--- config.mk ---
export PLATFORM = sky130hd
export DESIGN_NAME = rtc_core
export DESIGN_NICKNAME = d
export VERILOG_FILES = /design/src/rtl/rtc_core.sv
export SDC_FILE = /design/constraint.sdc
export NUM_CORES = 1
export LEC_CHECK = 0
export CAP_MARGIN = 15
export CORE_MARGIN = 3
export CORE_UTILIZATION = 65
export DETAILED_ROUTE_END_ITERATION = 12
export DONT_BUFFER_PORTS = 1
export PLACE_DENSITY = 0.81
export SLEW_MARGIN = 30
export SYNTH_ARGS = -nofsm -noshare
export SYNTH_HDL_FRONTEND = slang
export SYNTH_SLANG_ARGS = --single-unit
--- constraint.sdc ---
create_clock -name clk -period 6.9 [get_ports clk]
set_input_delay 1.38 -clock clk [delete_from_list [all_inputs] [get_ports clk]]
set_output_delay 1.38 -clock clk [all_outputs]
set_load 0.1 [all_outputs]
--- src/rtl/rtc_core.sv ---
// rtc_core -- real-time clock core.
//
// Purpose:
//    Counts clk cycles down to a one-second tick and keeps a binary
//    24-hour time (hour/minute/second). The time can be loaded directly,
//    nudged with manual hour/minute buttons, shown in 12-hour form, and
//    compared against an alarm time.
//
// Ports:
//    clk                     single clock; all state changes on its rising edge
//    rst                     synchronous, active-low reset
//    run                     1 = divider advances, 0 = divider and time hold
//    load                    level; writes load_hour/min/sec when all are in range
//    load_hour/min/sec       binary load values (5/6/6 bits)
//    inc_hour, inc_min       debounced manual-set buttons (rising-edge detected)
//    mode12                  1 = disp_hour shows 12-hour form
//    alarm_en                alarm enable
//    alarm_hour/min          alarm time (5/6 bits)
//    hour/minute/second      registered binary time, 24-hour form
//    disp_hour, pm           display hour and PM flag (combinational from hour)
//    sec_pulse               one-cycle strobe with each second advance
//    day_wrap                one-cycle strobe with 23:59:59 -> 00:00:00
//    alarm_hit               one-cycle strobe when a tick reaches alarm_hour:alarm_min:00

module rtc_core #(
   parameter int TICK_DIV = 100_000_000,
   parameter int DIV_W    = 27
) (
   input  logic       clk,
   input  logic       rst,
   input  logic       run,
   input  logic       load,
   input  logic [4:0] load_hour,
   input  logic [5:0] load_min,
   input  logic [5:0] load_sec,
   input  logic       inc_hour,
   input  logic       inc_min,
   input  logic       mode12,
   input  logic       alarm_en,
   input  logic [4:0] alarm_hour,
   input  logic [5:0] alarm_min,
   output logic [4:0] hour,
   output logic [5:0] minute,
   output logic [5:0] second,
   output logic [4:0] disp_hour,
   output logic       pm,
   output logic       sec_pulse,
   output logic       day_wrap,
   output logic       alarm_hit
);

   localparam logic [DIV_W-1:0] DIV_MAX = DIV_W'(TICK_DIV - 1);

   // state registers
   logic [DIV_W-1:0] r_div;
   logic [4:0]       r_hour;
   logic [5:0]       r_min;
   logic [5:0]       r_sec;
   logic             r_tick_pend;
   logic             r_inc_hour_q;
   logic             r_inc_min_q;
   logic             r_sec_pulse;
   logic             r_day_wrap;
   logic             r_alarm_hit;

   // next-state values
   logic [DIV_W-1:0] w_div_next;
   logic [4:0]       w_hour_next;
   logic [5:0]       w_min_next;
   logic [5:0]       w_sec_next;
   logic             w_pend_next;
   logic             w_sec_pulse_next;
   logic             w_day_wrap_next;
   logic             w_alarm_next;

   // decoded conditions
   logic             w_tick;
   logic             w_hour_edge;
   logic             w_min_edge;
   logic             w_load_ok;
   logic             w_advance;

   always_comb begin
      w_tick      = run && (r_div == DIV_MAX);
      w_hour_edge = inc_hour & ~r_inc_hour_q;
      w_min_edge  = inc_min & ~r_inc_min_q;
      w_load_ok   = load && (load_hour <= 5'd23) && (load_min <= 6'd59)
                         && (load_sec <= 6'd59);
      // a tick deferred by a button edge last cycle is served now
      w_advance   = w_tick | r_tick_pend;
   end

   always_comb begin
      w_div_next       = r_div;
      w_hour_next      = r_hour;
      w_min_next       = r_min;
      w_sec_next       = r_sec;
      w_pend_next      = r_tick_pend;
      w_sec_pulse_next = 1'b0;
      w_day_wrap_next  = 1'b0;
      w_alarm_next     = 1'b0;

      // divider: an accepted load restarts the second from zero
      if (w_load_ok) begin
         w_div_next = '0;
      end else if (run) begin
         w_div_next = w_tick ? '0 : r_div + DIV_W'(1);
      end

      if (w_load_ok) begin
         // load wins over buttons and ticks; any tick (new or pending) is lost
         w_hour_next = load_hour;
         w_min_next  = load_min;
         w_sec_next  = load_sec;
         w_pend_next = 1'b0;
      end else if (w_hour_edge || w_min_edge) begin
         if (w_hour_edge) begin
            w_hour_next = (r_hour == 5'd23) ? 5'd0 : r_hour + 5'd1;
         end
         if (w_min_edge) begin
            w_min_next = (r_min == 6'd59) ? 6'd0 : r_min + 6'd1;
            w_sec_next = 6'd0;
         end
         // defer a coincident tick by one cycle so no second is lost
         w_pend_next = r_tick_pend | w_tick;
      end else if (w_advance) begin
         w_pend_next      = 1'b0;
         w_sec_pulse_next = 1'b1;
         if (r_sec == 6'd59) begin
            w_sec_next = 6'd0;
            if (r_min == 6'd59) begin
               w_min_next = 6'd0;
               if (r_hour == 5'd23) begin
                  w_hour_next     = 5'd0;
                  w_day_wrap_next = 1'b1;
               end else begin
                  w_hour_next = r_hour + 5'd1;
               end
            end else begin
               w_min_next = r_min + 6'd1;
            end
         end else begin
            w_sec_next = r_sec + 6'd1;
         end
         // only tick-driven updates may fire the alarm
         w_alarm_next = alarm_en && (w_hour_next == alarm_hour)
                        && (w_min_next == alarm_min) && (w_sec_next == 6'd0);
      end
   end

   always_ff @(posedge clk) begin
      if (!rst) begin
         r_div        <= '0;
         r_hour       <= '0;
         r_min        <= '0;
         r_sec        <= '0;
         r_tick_pend  <= 1'b0;
         r_inc_hour_q <= 1'b0;
         r_inc_min_q  <= 1'b0;
         r_sec_pulse  <= 1'b0;
         r_day_wrap   <= 1'b0;
         r_alarm_hit  <= 1'b0;
      end else begin
         r_div        <= w_div_next;
         r_hour       <= w_hour_next;
         r_min        <= w_min_next;
         r_sec        <= w_sec_next;
         r_tick_pend  <= w_pend_next;
         // history always follows the buttons so a held level edges only once
         r_inc_hour_q <= inc_hour;
         r_inc_min_q  <= inc_min;
         r_sec_pulse  <= w_sec_pulse_next;
         r_day_wrap   <= w_day_wrap_next;
         r_alarm_hit  <= w_alarm_next;
      end
   end

   // 12-hour display: 0 -> 12, 13..23 -> 1..11
   always_comb begin
      disp_hour = r_hour;
      if (mode12) begin
         if (r_hour == 5'd0) begin
            disp_hour = 5'd12;
         end else if (r_hour > 5'd12) begin
            disp_hour = r_hour - 5'd12;
         end
      end
      pm = (r_hour >= 5'd12);
   end

   assign hour      = r_hour;
   assign minute    = r_min;
   assign second    = r_sec;
   assign sec_pulse = r_sec_pulse;
   assign day_wrap  = r_day_wrap;
   assign alarm_hit = r_alarm_hit;

endmodule

# Word-level counts from Yosys, hierarchy flattened
# Index checks and enable logic that the tools add are counted.
[op_classes]
eq_ne = 8
n_mux = 35
magnitude_cmp = 5
addsub = 5
bitwise_logic = 9
reduce_logical = 18
[ops]
columns = ["operator", "count"]
rows = [
  ["6-bit 2-to-1 mux", 17],
  ["5-bit 2-to-1 mux", 13],
  ["27-bit by 1-bit adder with 27-bit output, second input constant", 1],
  ["27-bit == test, second input constant", 1],
  ["27-bit 2-to-1 mux", 1],
  ["6-bit by 1-bit adder with 6-bit output, second input constant", 2],
  ["6-bit == test, second input constant", 2],
  ["6-bit less-or-equal comparator, second input constant", 2],
  ["1-bit logical AND", 7],
  ["6-bit == test", 1],
  ["6-bit zero test", 1],
  ["3-bit != test, second input constant", 2],
  ["1-bit NOT", 6],
  ["6-bit OR reduction", 1],
  ["5-bit by 1-bit adder with 5-bit output, second input constant", 1],
  ["5-bit == test", 1],
  ["5-bit == test, second input constant", 1],
  ["5-bit by 4-bit greater-or-equal comparator with 1-bit output, second input constant", 1],
  ["5-bit by 4-bit greater-than comparator with 1-bit output, second input constant", 1],
  ["5-bit less-or-equal comparator, second input constant", 1],
  ["5-bit zero test", 1],
  ["5-bit by 4-bit subtractor with 5-bit output, second input constant", 1],
  ["1-bit 2-to-1 mux", 4],
  ["2-bit AND reduction", 2],
  ["8 further kinds", 9],
]
[word_totals]
wordCells = 90
ff_bits = 50

# Depth between registers and ports, before layout
# Gate-level depths: netlist of the first run.
[logic_depth]
ltp_word = 11
depth_mapped = 10
depth_no_buf = 8

# Least setup slack after synthesis of the first run
# Ideal clock, no wire load.
[synth_timing]
path_type = "register to output"
from = "reg r_hour[2], in the netlist hour[2]"
to = "out disp_hour[3]"
slack_ns = 1.626
stages_incl_launch_ff = 6
t_required_ns = 5.520
t_arrival_ns = 3.894
path_buffers = 0
path_cell_list = "dfxtp_1 ha_1 a21oi_1 o21ai_0 nor2_1 o21ai_0"
[synth_between]
elab_chain_len = 4
[synth_lines]
columns = ["item", "line", "rtl"]
rows = [
  ["start: declaration", "56", "logic [4:0] r_hour;"],
  ["start signal: assignment", "165", "r_hour <= w_hour_next;"],
  ["5-bit by 4-bit subtractor with 5-bit output / 5-bit by 4-bit greater-than comparator with 1-bit output (equally long branches)", "185, 184", ""],
  ["5-bit 2-to-1 mux", "184", "end else if (r_hour > 5'd12) begin"],
  ["5-bit 2-to-1 mux (*)", "182", "if (r_hour == 5'd0) begin"],
  ["5-bit 2-to-1 mux (*)", "181", "if (mode12) begin"],
  ["end: declaration", "45", "output logic [4:0] disp_hour,"],
]
# Mark *: on every way between the ends. The rest lies on a longest branch, timed or not.

# Worst setup path in the final report of the first run
[layout_timing]
from = "reg r_hour[2], in the netlist hour[2]"
to = "out disp_hour[4]"
# Same word-level chain as after synthesis.

==> flow_metrics.py, run 1 <==
metrics = {
    "run_status": {
        "status": "complete, no violations",
    },
    "power": {
        "switching_share_pct": 37.7,
        "switching_power_mw": 0.282,
        "power_frac_comb_pct": 29.3,
        "internal_power_mw": 0.466,
        "clock_power_share_pct": 28.5,
        "p_seq_share_pct": 42.2,
        "powerDensity_mw_per_mm2": 205,
        "p_leak_nw": 1.36,
        "ir_worst_vdd_uv": 171,
    },
    "placed_design": {
        "routabilityCongestion": 0.909,
        "dpl-instance-area_sq_mm": 0.00354,
        "placedCellCount": 496,
        "place.detailed.hpwl_um": 6560,
        "post-place-ws_ps": 2920,
        "port_buffers": 0,
    },
    "setup_path": {
        "arrival_ps": 2630,
        "reg2reg_slack_ps": 3950,
        "critPathLaunch": "hour[2]",
        "r2r_start": "second[0]",
        "worstRegToRegCells": 7,
        "startpoint_type": "flop",
        "endpoint": "disp_hour[4]",
        "required_ps": 5520,
        "rr_endpoint": "alarm_hit",
        "crit_fanout": 9,
        "crit_path_end_kind": "output pin",
        "crit_type": "reg -> out",
    },
    "cts": {
        "path_clk_slew_ps": 100,
        "clk_root_buffer_cell": "clkbuf_8",
        "ctsHoldBuffers": 0,
        "htreeDepth": 2,
        "cts_tree": "yes",
        "cts.sinks": 50,
        "clock_latency_ps": 310,
        "cts_resized": 0,
        "cts_buffers": 5,
        "cts_max_path_buffers": 2,
        "postCtsSetupBuffers": 0,
    },
    "synthesis": {
        "synth_compound_area_share_pct": 20.7,
        "synth_mux_area_share_pct": 1.44,
        "synth_ff_type": "dfxtp_1",
        "ys_warn_count": 0,
        "syn_area_sq_mm": 0.00347,
        "synth_area_leaders": "dfxtp_1, xnor2_1, nor2_1, nand2_1, xor2_1",
        "synth_top_cell_by_area": "dfxtp_1",
        "synth_cells": 440,
        "synth_xor_area_share_pct": 9.34,
        "synthSimpleGateAreaFrac_pct": 31.1,
        "synth_nets": 485,
        "yosysSeqAreaShare_pct": 28.8,
        "synth-edff-count": 0,
        "synthAdderAreaFrac_pct": 3.25,
        "synth_top_family_by_area": "simple AND/OR/NAND/NOR gates",
        "synth-seq-cells": 50,
        "ys_types": 67,
        "synth_top_area_share_pct": 28.8,
        "synth-async-reset-ratio_pct": 0,
        "syn_area_per_cell_sq_um": 7.89,
    },
    "floorplanning": {
        "die_height_um": 79.1,
        "fp-row-count": 25,
        "dieWidth_um": 79.1,
        "ios": 62,
        "initial_core_util_pct": 70.2,
        "core_area_sq_mm": 0.00494,
        "die-area_sq_mm": 0.00625,
    },
    "timing": {
        "setup_ws_ps": 2890,
        "period_minus_slack_ps": 4010,
        "finClkSkew_ps": 12.3,
        "max_slew.worst_pin.slew_ps": 959,
        "fmax_ghz": 0.249,
        "slew_violations": 0,
        "max_slew_margin_pct": 36.5,
        "setup_violations": 0,
        "setup-tns-final_ps": 0,
        "finalHoldViolations": 0,
        "rsz0062_at_grt": "false",
        "fin_crit_sh_pct": 58.1,
    },
    "final_layout": {
        "diodes": 0,
        "drive_gt1_share_pct": 8.94,
        "final_net_count": 481,
        "final_common_cell": "dfxtp_1",
        "synthToLayoutAreaGrowth_pct": 5.30,
        "layout_common_cells": "dfxtp_1, nor2_1, nand2_1, a21oi_1",
        "final_cells": 503,
        "final_area_sq_mm": 0.00365,
        "fin_util_pct": 73.9,
    },
    "route": {
        "vias_per_cell": 6.70,
        "via_count": 3369,
        "drc": 0,
        "wl_um": 8920,
        "drtAntennaViolNets": 0,
        "routedWlPerCell_um": 17.7,
        "drt_iter0_drc": 366,
        "first_pass_iters": 6,
    },
    "global_routing": {
        "grt_max_degree": 25,
        "grt-ovfl-total": 0,
        "antenna_found_initial": 0,
        "grtUsageTotal_pct": 29.0,
        "grt_pass1_vias": 3036,
        "grt_pass1_wl_um": 14600,
    },
    "run": {
        "max_cap_violations": 0,
    },
    "hold_path": {
        "hold_class": "reg -> reg",
        "holdCritStartpoint": "r_div[1]",
    },
}
[state kept, by name (all words and copies together) (netlist names), 5 cells and up]
| name | flops |
|---|---|
| hour | 5 |
| minute | 6 |
| r_div | 27 |
| second | 6 |
[logic make-up (layout without fill, tap and decap cells)]
logic type / count (synthesis) / after routing
AOI/OAI and AO/OA: 104 / 104
xor gates and xnor gates: 37 / 37
adders and majority gates: 9 / 9
buffers and inverters: 38 / 34
DFF: 50 / 50
muxes: 5 / 5
and+or+nand+nor: 197 / 197
[worst min-delay path by stage]
stage | cells after the start | slack (ps) | endpoint
2_1_floorplan | 2 | 450 | r_div[26]
3_3_place_gp | 2 | 470 | r_div[26]
3_5_place_dp | 2 | 480 | minute[3]
4_1_cts | 2 | 500 | minute[3]
5_1_grt | 2 | 510 | r_div[26]
6_report | 2 | 500 | r_div[1]
[power by group through the flow]
stage | Combinational (mW) | Clock, mW | Sequential (mW)
after floorplan | 0.128 | 0 | 0.378
after global placement | 0.212 | 0 | 0.321
after detailed placement | 0.216 | 0 | 0.322
after CTS | 0.217 | 0.216 | 0.315
after global routing | 0.231 | 0.229 | 0.316
final | 0.219 | 0.213 | 0.315
[routing by layer]
layer	vias to the layer above	wire, um	track usage [%]	part of all wire [%]
met3	15	939	5.78	11
met1	1570	3970	41.3	44
met4	0	121	8.76	1.4
met2	193	3890	44.3	44
li1	1591	-	-	-
met5	-	0	0	0
[area by class of cell]
class	count	area, sq um
Multi-Input combinational cell	352	2300
Fill cell	405	1290
Sequential cell	50	1000
Timing Repair Buffer	15	113
Tap cell	67	83.8
Clock buffer	6	82.6
Inverter	12	45.0
Clock inverter	1	30.0
[worst max-delay path, stage by stage, from the launching register on]
cell       delay, ps
dfxtp_1          330
buf_4            340
inv_1            190
ha_1             260
a2111oi_0        480
a21o_1           710
[synthesized netlist by cell type (4+ instances only)]
cell,count
a211oi_1,4
nor4_1,6
nor2_1,45
o211ai_1,10
xor2_1,16
ha_1,9
o22ai_1,6
nand3_1,21
inv_1,11
clkbuf_1,9
xnor2_1,21
a31oi_1,4
buf_2,8
and3_1,9
mux2i_1,5
nand2b_1,7
or3_1,6
buf_4,6
a21oi_1,24
and2_1,10
nand4_1,14
o21ai_0,19
nor3_1,9
dfxtp_1,50
nand2_1,42
and4_1,6
[through the flow]
stage,power [mW],hold slack [ps]
5_1_grt,0.777,510
2_1_floorplan,0.506,454
4_1_cts,0.748,496
6_report,0.748,499
3_3_place_gp,0.533,469
3_5_place_dp,0.538,481
Note: power is estimated with default switching activity, not from simulation.
==> run 2: changes to the inputs <==
- CORE_UTILIZATION: 65 -> 58
- PLACE_DENSITY: 0.81 -> 0.76
- clock period: 6.9 -> 3.3 ns (I/O delays scaled with it)
==> run 2 against run 1 <==
Compared with the run above: setup slack got worse by 2300 ps; first-iteration DRC count down 14%; via count is 0.83% lower; sequential share of layout area down 1.0 points; critical path depth is the same; sequential cell count unchanged; clock power up 75%; largest cell class unchanged.
==> flow_metrics.py, run 2 (synthesis gave the netlist of run 1 again) <==
metrics = {
    "cts": {
        "cts_max_path_buffers": 2,
        "postCtsSetupBuffers": 0,
        "path_clk_slew_ps": 100,
        "clk_root_buffer_cell": "clkbuf_8",
        "cts.sinks": 50,
        "cts_buffers": 5,
        "cts_resized": 0,
        "clock_latency_ps": 300,
        "ctsHoldBuffers": 0,
        "htreeDepth": 2,
        "cts_tree": "yes",
    },
    "final_layout": {
        "layout_common_cells": "dfxtp_1, nor2_1, nand2_1, a21oi_1, buf_4",
        "synthToLayoutAreaGrowth_pct": 9.09,
        "nFillCells": 472,
        "regMostFlops": "r_div",
        "drive_gt1_share_pct": 11.1,
        "final_common_cell": "dfxtp_1",
        "largest_register_ff_count": 27,
        "diodes": 0,
        "final_net_count": 493,
    },
    "route": {
        "wl_um": 8880,
        "vias_per_cell": 6.41,
        "routedWlPerCell_um": 17.1,
        "via_count": 3341,
        "drtAntennaViolNets": 0,
        "drt_iter0_drc": 316,
        "first_pass_iters": 6,
        "drc": 0,
    },
    "global_routing": {
        "grt-ovfl-total": 0,
        "antenna_found_initial": 0,
        "grt_pass1_wl_um": 15100,
        "grtUsageTotal_pct": 25.7,
        "grt_max_degree": 25,
        "grt_pass1_vias": 3084,
    },
    "power": {
        "power_frac_comb_pct": 33.0,
        "internal_power_mw": 0.926,
        "power.total_mw": 1.54,
        "p_leak_nw": 1.42,
        "clock_power_share_pct": 24.3,
        "switching_power_mw": 0.611,
        "ir_worst_vdd_uv": 410,
        "powerDensity_mw_per_mm2": 406,
        "p_seq_share_pct": 42.8,
        "switching_share_pct": 39.7,
    },
    "hold_path": {
        "hold-path-endpoint": "r_inc_min_q",
        "hold_class": "in -> reg",
        "holdCritStartpoint": "inc_min",
        "hold_depth": 1,
    },
    "timing": {
        "finalHoldViolations": 0,
        "setup-tns-final_ps": 0,
        "period_minus_slack_ps": 2710,
        "slew_violations": 0,
        "max_slew.worst_pin.slew_ps": 961,
        "setup_violations": 0,
        "fmax_ghz": 0.369,
        "fin_crit_sh_pct": 82.1,
        "finClkSkew_ps": 8.61,
        "max_slew_margin_pct": 35.9,
        "holdWs_ps": 476,
        "rsz0062_at_grt": "false",
    },
    "floorplanning": {
        "die_height_um": 83.3,
        "ios": 62,
        "die-area_sq_mm": 0.00695,
        "core_area_sq_mm": 0.00564,
        "initial_core_util_pct": 61.5,
        "fp-row-count": 27,
        "dieWidth_um": 83.3,
    },
    "setup_path": {
        "reg2reg_slack_ps": 820,
        "startpoint_type": "flop",
        "rr_endpoint": "alarm_hit",
        "required_ps": 2640,
        "worstRegToRegCells": 8,
        "crit_fanout": 8,
        "r2r_start": "hour[1]",
        "arrival_ps": 2050,
        "crit_path_end_kind": "output pin",
        "crit_type": "reg -> out",
    },
    "placed_design": {
        "place.detailed.hpwl_um": 6930,
        "port_buffers": 0,
        "routabilityCongestion": 0.961,
    },
    "run_status": {
        "status": "complete, no violations",
    },
    "run": {
        "max_cap_violations": 0,
    },
}
[run 2: changes by cell type in the layout (fill, tap and decap cells not counted)]
cell       previous run  this run
buf_12                0         5
buf_4                15        22
bufinv_16             1         0
clkbuf_8              6         5
clkinv_4              0         1
dfxtp_1              48        50
dfxtp_2               2         0
inv_6                 0         2
o21ai_2               1         2
o21ai_4               1         0
[run 2: how the worst max path moves through the flow]
stage / startpoint / end / slack (ps) / cells past startpoint
4_1_cts: hour[2] / disp_hour[4] / 590 / 5
2_1_floorplan: hour[2] / disp_hour[3] / 5 / 5
3_5_place_dp: load / hour[2] / 880 / 6
6_report: hour[2] / disp_hour[4] / 590 / 5
3_3_place_gp: load / hour[2] / 860 / 6
5_1_grt: hour[2] / disp_hour[2] / 440 / 7
[run 2: power by group through the flow]
| stage | Sequential, mW | Combinational, mW | Clock, mW |
|---|---|---|---|
| floorplan | 0.791 | 0.270 | 0 |
| global placement | 0.668 | 0.499 | 0 |
| detailed placement | 0.669 | 0.503 | 0 |
| CTS | 0.655 | 0.505 | 0.383 |
| global route | 0.661 | 0.534 | 0.408 |
| finish | 0.657 | 0.507 | 0.373 |
[run 2: final cells by class]
cell class / count / area, sq um / share of cell area [%]
timing repair buffer: 27 / 265 / 7.01
tap: 72 / 90.1 / 2.38
sequential: 50 / 1000 / 26.4
inverter: 12 / 45.0 / 1.19
multi-input combinational: 352 / 2290 / 60.5
clock inverter: 3 / 26.3 / 0.694
clock buffer: 5 / 68.8 / 1.82
[run 2: critical path, stage by stage (launching register included)]
cell       delay, ps
dfxtp_1          490
buf_4            360
nand2_1          150
a2111oi_0        410
a21o_1           170
buf_12           180
[run 2: metrics by stage]
step / utilization (%) / setup WS (ps) / cells / area [sq um]
after floorplan: - / 5.27 / 440 / 3470
after global placement: 65.4 / 859 / 513 / 3690
after detailed placement: 65.4 / 880 / 513 / 3690
after CTS: 67.1 / 588 / 521 / 3780
after global routing: 67.1 / 442 / 521 / 3780
final: 67.1 / 589 / 521 / 3780
[run 2: layer usage]
layer | part of all wire (%) | vias to the layer above | track usage [%]
met1 | 44 | 1521 | 37.2
met5 | 0 | - | 0
li1 | - | 1617 | -
met3 | 12 | 19 | 6.45
met4 | 1.6 | 0 | 5.05
met2 | 42 | 184 | 38.8
==> patch, RTL diff (config.mk and constraints of run 2) <==
Remove the register `r_day_wrap`: a continuous assignment takes its place, so the output `day_wrap` follows one clock earlier.
--- a/src/rtl/rtc_core.sv
+++ b/src/rtl/rtc_core.sv
@@ -158,7 +158,6 @@
          r_inc_hour_q <= 1'b0;
          r_inc_min_q  <= 1'b0;
          r_sec_pulse  <= 1'b0;
-         r_day_wrap   <= 1'b0;
          r_alarm_hit  <= 1'b0;
       end else begin
          r_div        <= w_div_next;
@@ -170,10 +169,11 @@
          r_inc_hour_q <= inc_hour;
          r_inc_min_q  <= inc_min;
          r_sec_pulse  <= w_sec_pulse_next;
-         r_day_wrap   <= w_day_wrap_next;
          r_alarm_hit  <= w_alarm_next;
       end
    end
+
+   assign r_day_wrap = w_day_wrap_next;
 
    // 12-hour display: 0 -> 12, 13..23 -> 1..11
    always_comb begin
Formal check against the unedited RTL: same outputs for any inputs over 10 cycles, from zero or initial values and one cycle with rst low; that may be too few to reach the edited logic, so the function may still have changed.
==> patch against run 2 <==
Power increased by 2.1%. Largest power group unchanged. Combinational power increased by 6.9%. First-iteration DRC count shrank 6.6%. Area after synthesis shrank 2.6%. Design area shrank 1.5%. Routed wire length decreased by 3.8%. Sequential cell count shrank 1. Worst setup slack worse by 98 ps. Critical endpoint is now day_wrap. Via count shrank 3.2%. Final cell count down 1.9%. Sequential share of layout area barely moved.
==> patch: results (changes against run 2) <==
- Status: complete, no violations (unchanged)
- Post-Place Cells: 503 (was 513)
- Max FO, Critical Path: 11 (was 8)
- Ys async rst share: 0% (unchanged)
- Clock Pin Slew Worst Setup and Hold Paths: around 90 ps
- Final nets: 483 (was 493)
- Max IR drop VDD: 0.0003718 V (was 0.0004102 V)
- Synth cell types: 67 (unchanged)
- Critical-path top delay cell: ha_1 (was dfxtp_1)
- Drt total wl: 8547 µm (was 8884 µm)
- CTS-repair resized insts: 0 (unchanged)
- Synth area leaders: dfxtp_1 29%, nand2_1 5.3%, nor2_1 5.0% (was dfxtp_1 29%, xnor2_1 5.3%, nor2_1 4.9%)
- Worst R2R Start: second[0]$_SDFFE_PN0P_ (was hour[1]$_SDFFE_PN0P_)
- Worst reg-to-reg path cell count: 7 (was 8)
- Share of cells above drive strength 1: 13.90% (was 11.14%)
- DPL Wire Length: 6554 µm (was 6930 µm)
- Largest net degree at the start of global routing: 26 (was 25)
- Mean Syn Cell Area: 7.917 µm² (was 7.885 µm²)
- Leakage: 1.380 nW (was 1.425 nW)
- Detailed router's first-iteration violation count: 295 (was 316)
- First-pass DRT Iterations: 4 (was 6)
- Pre-CTS setup slack: 821.0 ps (was 880.3 ps)
- Antenna violations before repair: 0 (unchanged)
- Fillcell total: 459 (was 472)
- Via/cell ratio: 6.327 (was 6.413)
- DR WL/cell: 16.73 µm (was 17.05 µm)
- Num CTS Buffers: 5 (unchanged)
- Global-route wire length before repair: 13860 µm (was 15070 µm)
- Flop+latch power: 0.000652 W (was 0.000657 W)
- Clk pwr share: 23.9% (was 24.3%)
- Post-synthesis sequential area ratio: 29.02% (was 28.85%)
- Synth top cells by count: 49 x dfxtp_1, 48 x nand2_1, 45 x nor2_1, 22 x nand3_1, 18 x xnor2_1 (was 50 x dfxtp_1, 45 x nor2_1, 42 x nand2_1, 24 x a21oi_1)
- Setup crit start: minute[0]$_SDFFE_PN0P_ (was hour[2]$_SDFFE_PN0P_)
- Relative slew slack: 37.62% (was 35.86%)
- CP delay by family, top: simple AND/OR/NAND/NOR gates (was compound AO/OA/AOI/OAI gates)
- Slowest Stage Delay on Critical Path: 380 ps (was 490 ps)
- Total Power: 0.001569 W (was 0.001537 W)
- Total setup buffers inserted after CTS: 0 (unchanged)
- Number of global-route vias before repair: 2978 (was 3084)
- Sw frac: 41.09% (was 39.75%)
- R2R setup slack: 840 ps (was 820 ps)
- Routability cong.: 0.8784 (was 0.9611)
- Clock Skew: 8.673 ps (was 8.609 ps)
- Hold_sp: inc_min (unchanged)
- Global router's overall resource usage: 26.06% (was 25.73%)
- Synth Flop Type: dfxtp_1 (unchanged)
- Synthesized Nets: 472 (was 485)
## patch: cell types whose count changed in the layout (fill, tap and decap cells not counted), moves of 4 or more
cell / delta
a21oi_1: -7
dfxtp_1: -6
nand2_1: +6
dfxtp_2: +5
o21ai_0: -5
o211a_1: +4
## patch: routing by layer
| layer | GRT usage (%) | part of all wire (%) | vias to the layer above |
|---|---|---|---|
| met3 | 7.484 | 7.7 | 17 |
| met2 | 43.19 | 49 | 141 |
| met4 | 4.983 | 1.1 | 0 |
| met5 | 0 | 0 | - |
| met1 | 33.78 | 43 | 1492 |
| li1 | - | - | 1583 |
## patch: stage by stage
| stage | instance area, µm² | hold WS [ps] |
|---|---|---|
| 2_1_floorplan | 3398 | 467.2 |
| 3_3_place_gp | 3633 | 480.5 |
| 3_5_place_dp | 3633 | 494.8 |
| 4_1_cts | 3727 | 465.2 |
| 5_1_grt | 3727 | 461.7 |
| 6_report | 3727 | 467.1 |
## patch: cells by family (layout without fill, tap and decap cells)
kind of cell,count (synthesis),in the layout,share of synthesized area [%]
adders and majority gates,9,9,3.331
AOI/OAI and AO/OA,98,98,21.91
muxes,3,3,0.8883
and+or+nand+nor,199,199,31.16
DFF,49,49,29.02
xor gates and xnor gates,35,35,9.067
buffers and inverters,34,46,4.626
## patch: area by class of cell
cell class | count | area share (%)
Multi-Input combinational cell | 344 | 60.49
Tap cell | 72 | 2.417
Timing Repair Buffer | 29 | 7.184
Sequential cell | 49 | 26.49
Clock inverter | 3 | 0.6714
Inverter | 9 | 0.9063
Clock buffer | 5 | 1.846
## patch: worst max path at each step
stage	endpoint	slack (ps)
finish	day_wrap	490
detailed placement	day_wrap	820
floorplan	disp_hour[3]	10
CTS	day_wrap	520
global route	day_wrap	390
global placement	day_wrap	840
